## src/rtl/ym_clk_phase_gen.sv

```systemverilog
// Samples phi_in into MCLK and emits non-overlapping c1/c2 enables, a slot counter with frame sync, and a lost-clock flag.
// Latency: 3 MCLK edges from phi_in rising to c1/c2; no backpressure, all outputs free-running.
module ym_clk_phase_gen #(
    parameter int PRESCALE  = 4,
    parameter int NUM_SLOTS = 18,
    parameter int SLOT_W    = 5,
    parameter int TIMEOUT   = 1024
) (
    input  logic              MCLK,
    input  logic              rst,
    input  logic              phi_in,
    output logic              c1,
    output logic              c2,
    output logic [SLOT_W-1:0] slot,
    output logic              sync,
    output logic              clk_lost
);
    localparam int PW = $clog2(PRESCALE);
    localparam logic [PW-1:0]     P_LAST    = PW'(PRESCALE - 1);
    localparam logic [PW-1:0]     P_HALF    = PW'(PRESCALE / 2);
    localparam logic [SLOT_W-1:0] S_LAST    = SLOT_W'(NUM_SLOTS - 1);
    localparam logic [15:0]       IDLE_LAST = 16'(TIMEOUT - 1);
    localparam logic [15:0]       IDLE_MAX  = 16'(TIMEOUT);

    logic          s1, s2, s3;
    logic [PW-1:0] pcnt;
    logic [15:0]   idle_cnt;
    logic          tick;
    logic          c1_hit;
    logic          c2_hit;

    assign tick   = s2 & ~s3;
    assign c1_hit = tick & (pcnt == '0);
    assign c2_hit = tick & (pcnt == P_HALF);

    always_ff @(posedge MCLK) begin
        if (rst) begin
            s1       <= 1'b0;
            s2       <= 1'b0;
            s3       <= 1'b0;
            pcnt     <= '0;
            c1       <= 1'b0;
            c2       <= 1'b0;
            slot     <= '0;
            sync     <= 1'b0;
            idle_cnt <= '0;
            clk_lost <= 1'b0;
        end else begin
            s1 <= phi_in;
            s2 <= s1;
            s3 <= s2;

            if (tick)
                pcnt <= (pcnt == P_LAST) ? '0 : pcnt + 1'b1;

            c1   <= c1_hit;
            c2   <= c2_hit;
            sync <= c2_hit & (slot == S_LAST);
            if (c2_hit)
                slot <= (slot == S_LAST) ? '0 : slot + 1'b1;

            // pcnt/slot only move on tick, so a stalled clock freezes the phase in place
            if (tick)
                idle_cnt <= '0;
            else if (idle_cnt != IDLE_MAX)
                idle_cnt <= idle_cnt + 16'd1;
            clk_lost <= ((idle_cnt == IDLE_LAST) & ~tick) | (clk_lost & ~tick);
        end
    end
endmodule

```

## config.mk

```make
export PLATFORM = sky130hd
export DESIGN_NAME = ym_clk_phase_gen
export DESIGN_NICKNAME = d
export VERILOG_FILES = /design/src/rtl/ym_clk_phase_gen.sv
export SDC_FILE = /design/constraint.sdc
export NUM_CORES = 1
export LEC_CHECK = 0
export BUFFER_PORTS_ARGS = -buffer_cell sky130_fd_sc_hd__buf_2
export CAP_MARGIN = 10
export CORE_AREA = 2 2 66 68
export DETAILED_ROUTE_END_ITERATION = 12
export DIE_AREA = 0 0 68 70
export PLACE_DENSITY_LB_ADDON = 0.12
export SETUP_SLACK_MARGIN = 0.15
export SLEW_MARGIN = 20
export SYNTH_ARGS = -nofsm -noshare
export SYNTH_HDL_FRONTEND = slang
export SYNTH_SLANG_ARGS = --single-unit
```

## constraint.sdc

```tcl
create_clock -name MCLK -period 2 [get_ports MCLK]
set_clock_uncertainty 0.15 [all_clocks]
set_input_delay 0.2 -clock MCLK [delete_from_list [all_inputs] [get_ports MCLK]]
set_output_delay 0.2 -clock MCLK [all_outputs]
set_load 0.05 [all_outputs]
```

## Yosys cells after proc, flatten, opt, wreduce, memory -nomap -nowiden

Index checks and enable logic that the tools add are counted.

- Memories kept: 0
- Bits in latches: 0
- Output and inout port bits: 9
- Register bits after elaboration: 30
- Bits in writable memories: 0
- Memory bits (read-only): 0

- Equal/unequal tests: 5
- Shifts and indexed selects: 0
- $lt $le $gt $ge: 0
- Div/mod/pow operators: 0
- Mux-type cells: 2
- $mul: 0
- Bitwise logic cells: 9
- Reductions and logical operators: 2
- Add/subtract/negate cells: 3

Operators with widths:

| cell | number |
|---|---|
| $add 16x1->16 const B | 1 |
| $eq 16x10->1 const B | 1 |
| $ne 16x11->1 const B | 1 |
| $and 1x1->1 | 6 |
| $add 5x1->5 const B | 1 |
| $eq 5x5->1 const B | 1 |
| $mux 5 | 1 |
| $eq 2x2->1 const B | 2 |
| $add 2x1->2 const B | 1 |
| $logic_not 2->1 | 1 |
| $mux 2 | 1 |
| $not 1->1 | 2 |
| $reduce_or 2->1 | 1 |
| $or 1x1->1 | 1 |

## Longest topological paths before layout

Gate-level depths: netlist of run 1.

- Depth after elaboration: 5
- Mapped depth: 7
- Mapped depth without buffers: 6

## Worst setup path before layout of run 1

No wires, ideal clock.

- Kind: register -> register
- Start point: register slot[0]
- End point: register slot[1]
- Period minus slack after synthesis: 1.742 ns
- Library setup time: 0.131 ns
- Cell stages (with the launch flop): 5
- Path slack: 0.258 ns
- Arrival: 1.462 ns
- Cell sequence: dfxtp_1 ha_1 nor4bb_1 a21o_1 a211oi_1

- Longest elaborated chain between the ends: 2
- Elaborated cells between the ends (all ways): 3

Ends and longest elaborated chain:

| item | line | source |
|---|---|---|
| from (decl) | 14 | `output logic [SLOT_W-1:0] slot,` |
| from (signal assigned) | 60 | `slot <= (slot == S_LAST) ? '0 : slot + 1'b1;` |
| $add 5x1->5 / $eq 5x5->1 (equally long branches) | 60 |  |
| $mux 5 * | 60 |  |

Every way passes the cells marked *; elsewhere a longest branch is shown, timed or not.
A chain may end at the register's enable or synchronous reset.

## Worst setup path in the final report of run 1

- Start point: register idle_cnt[0]
- End point: register idle_cnt[14]

- Longest elaborated chain between the ends: 1
- Elaborated cells between the ends (all ways): 2

Ends and longest elaborated chain:

| item | line | source |
|---|---|---|
| from (decl) | 27 | `logic [15:0] idle_cnt;` |
| from (signal assigned) | 66 | `idle_cnt <= idle_cnt + 16'd1;` |
| $add 16x1->16 / $ne 16x11->1 (equally long branches) | 66, 65 |  |

Parallel ways exist; a longest one is shown, timed or not.

==> impl_metrics.json, run 1 <==
{
  "detail_route.wl_per_cell_um": 12.3,
  "final_period_minus_worst_setup_slack_ns": 1.69,
  "placed_cells_incl_taps": 205,
  "worst-path-max-fanout": 5,
  "post_synth_instance_area_um2": 1360,
  "path_clk_slew_ns": 0.06,
  "finalSetupViolations": 0,
  "post_place_cell_area_um2": 1470,
  "layout_overhead_on_the_synthesized_area_pct": 15.2,
  "cts_htree_levels": 2,
  "post-route-util_pct": 37.8,
  "via_count": 1014,
  "total_power_density_per_cell_area_nw_per_um2": 736,
  "postSynthNetCount": 156,
  "largest_register": "idle_cnt",
  "gr_usage_total_pct": 13.0,
  "grt_first_pass_wirelength_um": 4670,
  "worst_slew_margin_rel_pct": 57.4,
  "final.fill_count": 441,
  "cts_root_buffer": "clkbuf_8",
  "layout_worst_path_cycle_share_pct": 84.5,
  "detail-route-antenna-nets": 0,
  "cts_sinks": 30,
  "postSynth.asyncResetShare_pct": 0,
  "timing.final.hold_violations": 0,
  "post-dp-hpwl_um": 1940,
  "route.met3.wl_um": 80,
  "number_of_antenna_diodes": 0,
  "overflow": 0,
  "cp-end-kind": "flop",
  "grt_max_degree": 17,
  "worst_ep_required_time_ns": 1.99,
  "power.clock.fraction_pct": 42.4,
  "synth_edf_count": 0,
  "vdd_ir_drop_max_v": 0.000471,
  "power.combinational.fraction_pct": 4.2,
  "cts_inserted_buffers": 5,
  "port_buffers": 11,
  "power.net_switching_mw": 0.251,
  "synth_seq_area_share_pct": 44.1,
  "largest_register_ffs": 16,
  "topRoutingLayerUsed": "met4",
  "ys_seq_elements": 30,
  "dieWidth_um": 68,
  "m1WireLength_um": 1200,
  "synth_warnings": 0,
  "seq_power_share_pct": 53.4,
  "worstSkewPairLatency_ns": 0.27,
  "final_cells": 214,
  "dieArea_um2": 4760,
  "drt_pass1_iterations": 6,
  "worst-slew-pin-transition_ns": 0.638,
  "number_of_antenna_violations_at_the_first_check_in_global_routing": 0,
  "tns_ns": 0,
  "postLayoutCellArea_um2": 1570,
  "grt_setup_unrepaired": "false",
  "timing.critical_path.arrival_ns": 1.68,
  "tritoncts": "done",
  "gp_congestion": 0.790,
  "synth.avg_cell_area_um2": 9.32,
  "run_status": "complete, no violations",
  "finalNetCount": 171,
  "hold_path_class": "primary input to flop",
  "netlist_instances": 146,
  "wl_um": 2630,
  "cts_buffer_depth": 2,
  "drc_errors": 0,
  "critPathLaunchType": "flop",
  "first_global_vias": 1000,
  "synth_cell_type_count": 33,
  "ys.flop_type": "dfxtp_1",
  "final-max-slew-violation-count": 0,
  "via_per_inst": 4.74,
  "wl_met2_um": 1320,
  "initial_core_util_pct": 32.9,
  "layout-drive-gt1-share_pct": 15.4,
  "sw_frac_of_total_pct": 21.7,
  "top_level_ports": 12,
  "post-cts-setup-buffers": 0,
  "static-leakage-power_nw": 0.602,
  "die_h_um": 70,
  "reg_top3": "idle_cnt x16, slot x5, pcnt x2",
  "dr.first_iter.drc_count": 35,
  "maxClockFrequency_ghz": 0.592,
  "criticalPathCategory": "flop to flop",
  "core_um2": 4140,
  "drv.max_cap_violation_count": 0,
  "fp-row-count": 24,
  "p_int_mw": 0.903
}
==> path summary, 6_finish.rpt <==
check / from / end / slack [ns] / depth (start not counted)
setup reg to reg: idle_cnt[0] / idle_cnt[14] / 0.31 / 5
setup / recovery: idle_cnt[0] / idle_cnt[14] / 0.31 / 5
hold reg to reg: s1 / s2 / 0.30 / 1
hold / removal: rst / pcnt[0] / 0.09 / 2
==> power groups by stage <==
| stage | logic, mW | clock network (mW) | registers [mW] |
|---|---|---|---|
| floorplan | 0.0350 | 0 | 0.630 |
| global placement | 0.0456 | 0 | 0.628 |
| detailed placement | 0.0478 | 0 | 0.629 |
| CTS | 0.0493 | 0.507 | 0.616 |
| global route | 0.0561 | 0.545 | 0.617 |
| finish | 0.0487 | 0.489 | 0.616 |
==> area by class of cell <==
class	instances	area, um2	share of cell area (%)
multi-input combinational	104	716	45.7
clock buffer	7	86.3	5.51
timing repair buffer	12	65.1	4.15
inverter	8	30.0	1.92
clock inverter	1	5.00	0.319
tap	52	65.1	4.15
sequential	30	601	38.3
==> cell usage after synthesis, drive strengths merged, types with 3 or more instances <==
| cell type | n | share of area [%] |
|---|---|---|
| ha | 7 | 6.4 |
| clkbuf | 4 | 1.1 |
| nand2 | 8 | 2.2 |
| or3 | 3 | 1.4 |
| nor2b | 5 | 2.3 |
| nand4 | 8 | 5.2 |
| xnor2 | 7 | 4.5 |
| inv | 8 | 2.2 |
| nor3 | 6 | 2.6 |
| nor2 | 20 | 5.5 |
| nor4 | 4 | 3.2 |
| xor2 | 8 | 5.1 |
| nand3 | 4 | 1.5 |
| dfxtp | 30 | 44 |
| a21oi | 5 | 1.8 |
==> per-stage QoR <==
stage	power [mW]	setup slack [ns]	hold WS [ns]
4_1_cts	1.17	0.306	0.0769
3_5_place_dp	0.677	0.318	0.274
6_report	1.15	0.311	0.0851
2_1_floorplan	0.665	0.258	0.178
3_3_place_gp	0.674	0.364	0.266
5_1_grt	1.22	0.157	0.0899
==> cell families (layout without fill, tap and decap cells) <==
group	Yosys count	in the layout	share of synthesized area [%]
muxes	2	2	1.47
AOI/OAI and AO/OA	10	10	4.14
DFF	30	30	44.1
adders and majority gates	7	7	6.43
and+or+nand+nor	70	70	30.9
xor gates and xnor gates	15	15	9.65
buffers and inverters	12	28	3.31
==> routing by layer <==
layer	GRT usage (%)	vias to the layer above
met4	5.33	0
met2	21.0	12
met3	3.86	2
li1	-	527
met5	0	-
met1	15.9	473
==> cell usage in the layout (no fill, tap or decap), types with 2 or more instances in the layout <==
cell,synthesis,layout
nor2_1,20,20
xnor2_1,7,7
inv_1,8,8
a21oi_1,5,5
or3_1,3,3
nor4_2,3,3
nand3_1,4,4
nand2_1,8,8
nand4_1,6,6
xor2_1,8,8
nor2b_1,5,5
and2_1,2,2
nor3_1,5,5
ha_1,7,7
nand2b_1,2,2
buf_2,0,11
nor4b_1,2,2
dfxtp_1,30,30
o21ai_0,2,2
clkbuf_8,0,6
mux2i_1,2,2
==> timing repair <==
action | CTS | global route
hold endpoints to repair | 1 | 0
hold buffers | 1 | 0
endpoints found under the setup margin | 0 | 0
gates resized for setup | 0 | 0
==> worst max-delay path: stages (launching register included) <==
cell     delay, ns
dfxtp_1       0.40
ha_1          0.27
nand3_1       0.22
nor4_2        0.32
xnor2_1       0.15
nor2_1        0.05
Note: power is estimated with default switching activity, not from simulation.
==> run 2, diff against run 1 <==
- clock period: 2 -> 1.51 ns (I/O delays scaled with it)
==> impl_metrics.json, run 2 (synthesis results as in run 1) <==
{
  "run_status": "complete, no violations",
  "dieArea_um2": 4760,
  "static-leakage-power_nw": 0.790,
  "fp-row-count": 24,
  "critPathLaunchType": "flop",
  "grt_first_pass_wirelength_um": 4490,
  "worstSkewPairLatency_ns": 0.28,
  "grt_setup_unrepaired": "true",
  "top_level_ports": 12,
  "maxClockFrequency_ghz": 0.674,
  "timing.critical_path.arrival_ns": 1.55,
  "core_um2": 4140,
  "finalPower_mw": 1.88,
  "drc_errors": 0,
  "number_of_antenna_violations_at_the_first_check_in_global_routing": 0,
  "port_buffers": 11,
  "final-max-slew-violation-count": 0,
  "total_power_density_per_cell_area_nw_per_um2": 973,
  "cts_htree_levels": 2,
  "via_count": 1088,
  "layout-drive-gt1-share_pct": 42.9,
  "largest_register": "idle_cnt",
  "path_clk_slew_ns": 0.07,
  "route.met3.wl_um": 100,
  "drv.max_cap_violation_count": 0,
  "wl_um": 2760,
  "worst-slew-pin-transition_ns": 0.298,
  "dr.first_iter.drc_count": 39,
  "final_cells": 229,
  "drt_pass1_iterations": 4,
  "worst_slew_margin_rel_pct": 80.0,
  "dieWidth_um": 68,
  "cts_inserted_buffers": 5,
  "detail_route.wl_per_cell_um": 12.0,
  "mostFrequentLayoutCells": "17 x nor2_1, 14 x dfxtp_1, 12 x dfxtp_2, 12 x buf_4, 10 x buf_2",
  "reg_top3": "idle_cnt x16, slot x5, pcnt x2",
  "via_per_inst": 4.75,
  "finalSetupViolations": 0,
  "worst-path-max-fanout": 6,
  "cts_sinks": 30,
  "first_global_vias": 989,
  "layout_commonest_cell": "nor2_1",
  "tritoncts": "done",
  "wl_met2_um": 1230,
  "gp_congestion": 0.748,
  "detail-route-antenna-nets": 0,
  "gr_usage_total_pct": 12.5,
  "worst_ep_required_time_ns": 1.57,
  "vdd_ir_drop_max_v": 0.000492,
  "post-dp-hpwl_um": 1800,
  "layout_overhead_on_the_synthesized_area_pct": 41.6,
  "largest_register_ffs": 16,
  "finalNetCount": 186,
  "overflow": 0,
  "cts_buffer_depth": 2,
  "topRoutingLayerUsed": "met4",
  "placed_cells_incl_taps": 211,
  "timing.final.hold_violations": 0,
  "criticalPathCategory": "flop to flop",
  "m1WireLength_um": 1380,
  "layout_worst_path_cycle_share_pct": 98.3,
  "cts_root_buffer": "clkbuf_8",
  "final_period_minus_worst_setup_slack_ns": 1.48,
  "number_of_antenna_diodes": 0,
  "grt_max_degree": 17,
  "cp-end-kind": "flop",
  "initial_core_util_pct": 32.9,
  "die_h_um": 70,
  "hold_path_class": "primary input to flop"
}
run 2: cell types whose count changed in the layout (fill, tap and decap cells not counted), moves of 3 or more:
cell / delta
ha_4: +3
buf_6: +3
nor2_1: -3
ha_1: -4
dfxtp_2: +12
dfxtp_1: -16
buf_4: +12
nor2_2: +3
inv_2: +3
nor4_4: +3
dfxtp_4: +4
inv_1: -4
run 2: worst paths after layout:
check | from | end | slack, ns | cells after the start
worst max register to register | idle_cnt[3] | idle_cnt[11] | 0.03 | 4
worst min register to register | s1 | s2 | 0.30 | 1
worst min-delay path | rst | pcnt[1] | 0.02 | 2
worst max-delay path | idle_cnt[3] | idle_cnt[11] | 0.03 | 4
run 2: cell type report:
cell class,count,area [um2]
timing repair buffer,27,191
clock buffer,5,68.8
tap,52,65.1
fill,407,2220
inverter,8,32.5
sequential,30,631
clock inverter,3,63.8
multi-input combinational,104,876
run 2: report_power, final:
group | internal (mW) | switching (mW)
Clock | 0.653 | 0.314
Combinational | 0.0482 | 0.0471
Sequential | 0.800 | 0.0141
Total | 1.50 | 0.376
run 2: layer usage:
layer	vias up	GRT usage, %
li1	556	-
met1	515	17.6
met2	12	17.0
met3	5	5.31
met4	0	4.00
met5	-	0
run 2: what timing repair did:
item | in CTS | in global routing
pin swaps | 13 | 8
hold buffers | 1 | 0
hold endpoints to repair | 1 | 0
buffers inserted | 7 | 2
endpoints found under the setup margin | 18 | 19
gates resized for setup | 16 | 17
run 2: worst max-delay path, cell delays in order (launching register included):
cell and delay (ns):
dfxtp_2 0.41, and4_4 0.27, nand4_4 0.13, or3_1 0.32
a21oi_1 0.14
run 2: stage by stage:
| stage | setup WS, ns | cell area (um2) | util [%] | setup TNS, ns | hold slack (ns) |
|---|---|---|---|---|---|
| 6_report | 0.0262 | 1930 | 46.5 | 0 | 0.0238 |
| 5_1_grt | -0.0488 | 1930 | 46.5 | -0.164 | 0.0250 |
| 4_1_cts | 0.0370 | 1830 | 44.2 | 0 | 0.0224 |
| 3_5_place_dp | -0.0283 | 1580 | 38.1 | -0.0298 | 0.215 |
| 3_3_place_gp | -0.0132 | 1580 | 38.1 | -0.0236 | 0.213 |
| 2_1_floorplan | 0.0937 | 1440 | - | 0 | 0.129 |
==> run 3, diff against run 2 <==
- ABC_AREA: default -> 1
- CORE_AREA: 2 2 66 68 -> 2 2 69 71
- DIE_AREA: 0 0 68 70 -> 0 0 71 73
==> impl_metrics.json, run 3 <==
{
  "worst_ep_required_time_ns": 1.58,
  "hold_slack_ns": 0.0151,
  "crit_buf_inv": 2,
  "vdd_ir_drop_max_v": 0.000491,
  "reg_top3": "idle_cnt x16, slot x5, pcnt x2",
  "tns_ns": 0,
  "mostFrequentLayoutCells": "44 x nand2_1, 34 x nor2_1, 29 x inv_1, 17 x nand3_1, 17 x dfxtp_1",
  "power.net_switching_mw": 0.408,
  "cts_htree_levels": 2,
  "power.clock.fraction_pct": 45.9,
  "ys_seq_elements": 30,
  "final_period_minus_worst_setup_slack_ns": 1.32,
  "cp-end-kind": "flop",
  "detail-route-antenna-nets": 0,
  "finalSetupViolations": 0,
  "cts_sinks": 30,
  "dieWidth_um": 71,
  "largest_register": "idle_cnt",
  "power.combinational.fraction_pct": 7.5,
  "dp_worst_setup_slack_ns": 0.0553,
  "layout_worst_path_cycle_share_pct": 87.2,
  "initial_core_util_pct": 33.2,
  "synth.largest_area_cell": "dfxtp_1",
  "synth_seq_area_share_pct": 39.9,
  "seq_power_share_pct": 46.6,
  "finalNetCount": 261,
  "cts_inserted_buffers": 5,
  "grt_first_pass_wirelength_um": 5650,
  "maxClockFrequency_ghz": 0.760,
  "dr.first_iter.drc_count": 52,
  "p_int_mw": 1.35,
  "run_status": "complete, no violations",
  "post-dp-hpwl_um": 2410,
  "fp-row-count": 25,
  "gp_congestion": 0.808,
  "drt_pass1_iterations": 5,
  "path_cells": "buf_4 -> nand3_4 -> nor2_4 -> inv_2 -> or2_1 -> a21oi_2",
  "cts_buffer_depth": 2,
  "path_clk_slew_ns": 0.07,
  "synth_cell_type_count": 21,
  "number_of_antenna_diodes": 0,
  "cts_root_buffer": "clkbuf_8",
  "static-leakage-power_nw": 0.849,
  "hold_path_class": "primary input to flop",
  "wl_um": 3340,
  "synth_warnings": 0,
  "detail_route.wl_per_cell_um": 10.9,
  "layout_overhead_on_the_synthesized_area_pct": 31.2,
  "via_per_inst": 4.64,
  "number_of_antenna_violations_at_the_first_check_in_global_routing": 0,
  "grt_setup_unrepaired": "true",
  "post_synth_instance_area_um2": 1510,
  "die_h_um": 73,
  "synth_edf_count": 0,
  "layout-drive-gt1-share_pct": 29.4,
  "sw_frac_of_total_pct": 23.2,
  "drc_errors": 0,
  "drv.max_cap_violation_count": 0,
  "worst-slew-pin-transition_ns": 0.252,
  "timing.final.hold_violations": 0,
  "gr_usage_total_pct": 14.1,
  "criticalPathCategory": "flop to flop",
  "grt_max_degree": 11,
  "worst_slew_margin_rel_pct": 83.2,
  "netlist_instances": 220,
  "dieArea_um2": 5180,
  "critPathLaunchType": "flop",
  "postSynth.asyncResetShare_pct": 0,
  "top_level_ports": 12,
  "placed_cells_incl_taps": 289,
  "final-max-slew-violation-count": 0,
  "synth_most_common_cell": "nand2_1",
  "finalPower_mw": 1.76,
  "overflow": 0,
  "timing.critical_path.arrival_ns": 1.38,
  "worstSkewPairLatency_ns": 0.28,
  "synth.avg_cell_area_um2": 6.85,
  "ys.flop_type": "dfxtp_1",
  "core_um2": 4540,
  "synthDominantCellAreaShare_pct": 39.9,
  "postSynthNetCount": 230,
  "total_power_density_per_cell_area_nw_per_um2": 890,
  "post_synth_main_area_contributors": "dfxtp_1 40%, nand2_1 11%, nor2_1 9.5%",
  "critPathMaxStageDelay_ns": 0.37,
  "final_cells": 306,
  "worst-path-max-fanout": 5,
  "setup_slack_ns": 0.194,
  "largest_register_ffs": 16,
  "first_global_vias": 1332,
  "synth_commonest_cells": "46 x nand2_1, 38 x nor2_1, 35 x inv_1",
  "critPathTopFamily": "simple AND/OR/NAND/NOR gates",
  "tritoncts": "done",
  "layout_commonest_cell": "nand2_1",
  "port_buffers": 11,
  "via_count": 1419,
  "critical_path.slowest_cell": "dfxtp_4"
}
[run 3: changes by cell type after synthesis, moves of 4 or more]
| cell | before | now |
|---|---|---|
| nor3_1 | 5 | 1 |
| nand2_1 | 8 | 46 |
| xor2_1 | 8 | 3 |
| nor2_1 | 20 | 38 |
| a21oi_1 | 5 | 16 |
| clkbuf_1 | 4 | 0 |
| o21ai_0 | 2 | 6 |
| inv_1 | 8 | 35 |
| xnor2_1 | 7 | 0 |
| nand3_1 | 4 | 18 |
| nor2b_1 | 5 | 0 |
[run 3: kinds of logic after synthesis]
kind of cell | after synthesis | synth area share (%)
AO/OA/AOI/OAI | 25 | 8.80
AND/OR/NAND/NOR | 117 | 34.1
flip-flops | 30 | 39.9
buffers and inverters | 38 | 9.63
XOR/XNOR | 3 | 1.74
adder cells (fa/ha/maj) | 7 | 5.81
[run 3: per-layer routing]
layer	global-route usage (%)	wire, um
met3	4.42	120
met2	24.3	1630
met1	15.9	1540
met5	0	0
met4	6.29	57
[run 3: power by group through the flow]
stage / Combinational, mW / Sequential [mW] / Clock (mW)
6_report: 0.132 / 0.819 / 0.808
5_1_grt: 0.148 / 0.821 / 0.857
4_1_cts: 0.102 / 0.815 / 0.836
3_5_place_dp: 0.0928 / 0.833 / 0
3_3_place_gp: 0.0934 / 0.833 / 0
2_1_floorplan: 0.0581 / 0.837 / 0
[run 3: area by class of cell]
type / instances / area [um2]
fillers: 455 / 2560
multi-input cells: 152 / 856
clock buffers: 5 / 68.8
well taps: 54 / 67.6
repair buffers: 26 / 181
clock inverters: 3 / 40.0
flip-flops and latches: 30 / 624
inverters: 36 / 139
[run 3: final timing paths]
check | startpoint | cells past startpoint | slack [ns] | to
hold reg to reg | s1 | 2 | 0.25 | s2
hold / removal | rst | 4 | 0.02 | idle_cnt[10]
setup reg to reg | idle_cnt[0] | 6 | 0.19 | idle_cnt[5]
setup / recovery | idle_cnt[0] | 6 | 0.19 | idle_cnt[5]
[run 3: what timing repair did]
| item | CTS | global route |
|---|---|---|
| endpoints found under the hold margin | 1 | 0 |
| setup buffers | 2 | 6 |
| pin swaps | 2 | 7 |
| gates resized for setup | 8 | 35 |
| setup endpoints to repair | 19 | 19 |
| hold buffers | 1 | 0 |
[run 3: worst register-to-register path: cells and delay by family (launching register included)]
family	cells	cell delay (ns)
and+or+nand+nor	3	0.46
DFF	1	0.37
buffers and inverters	2	0.16
AOI/OAI and AO/OA	1	0.10
[run 3: per-stage QoR]
stage,cell area (um2),utilization [%]
after floorplan,1520,-
after global placement,1670,36.9
after detailed placement,1670,36.9
after CTS,1820,40.2
after global routing,1980,43.6
final,1980,43.6
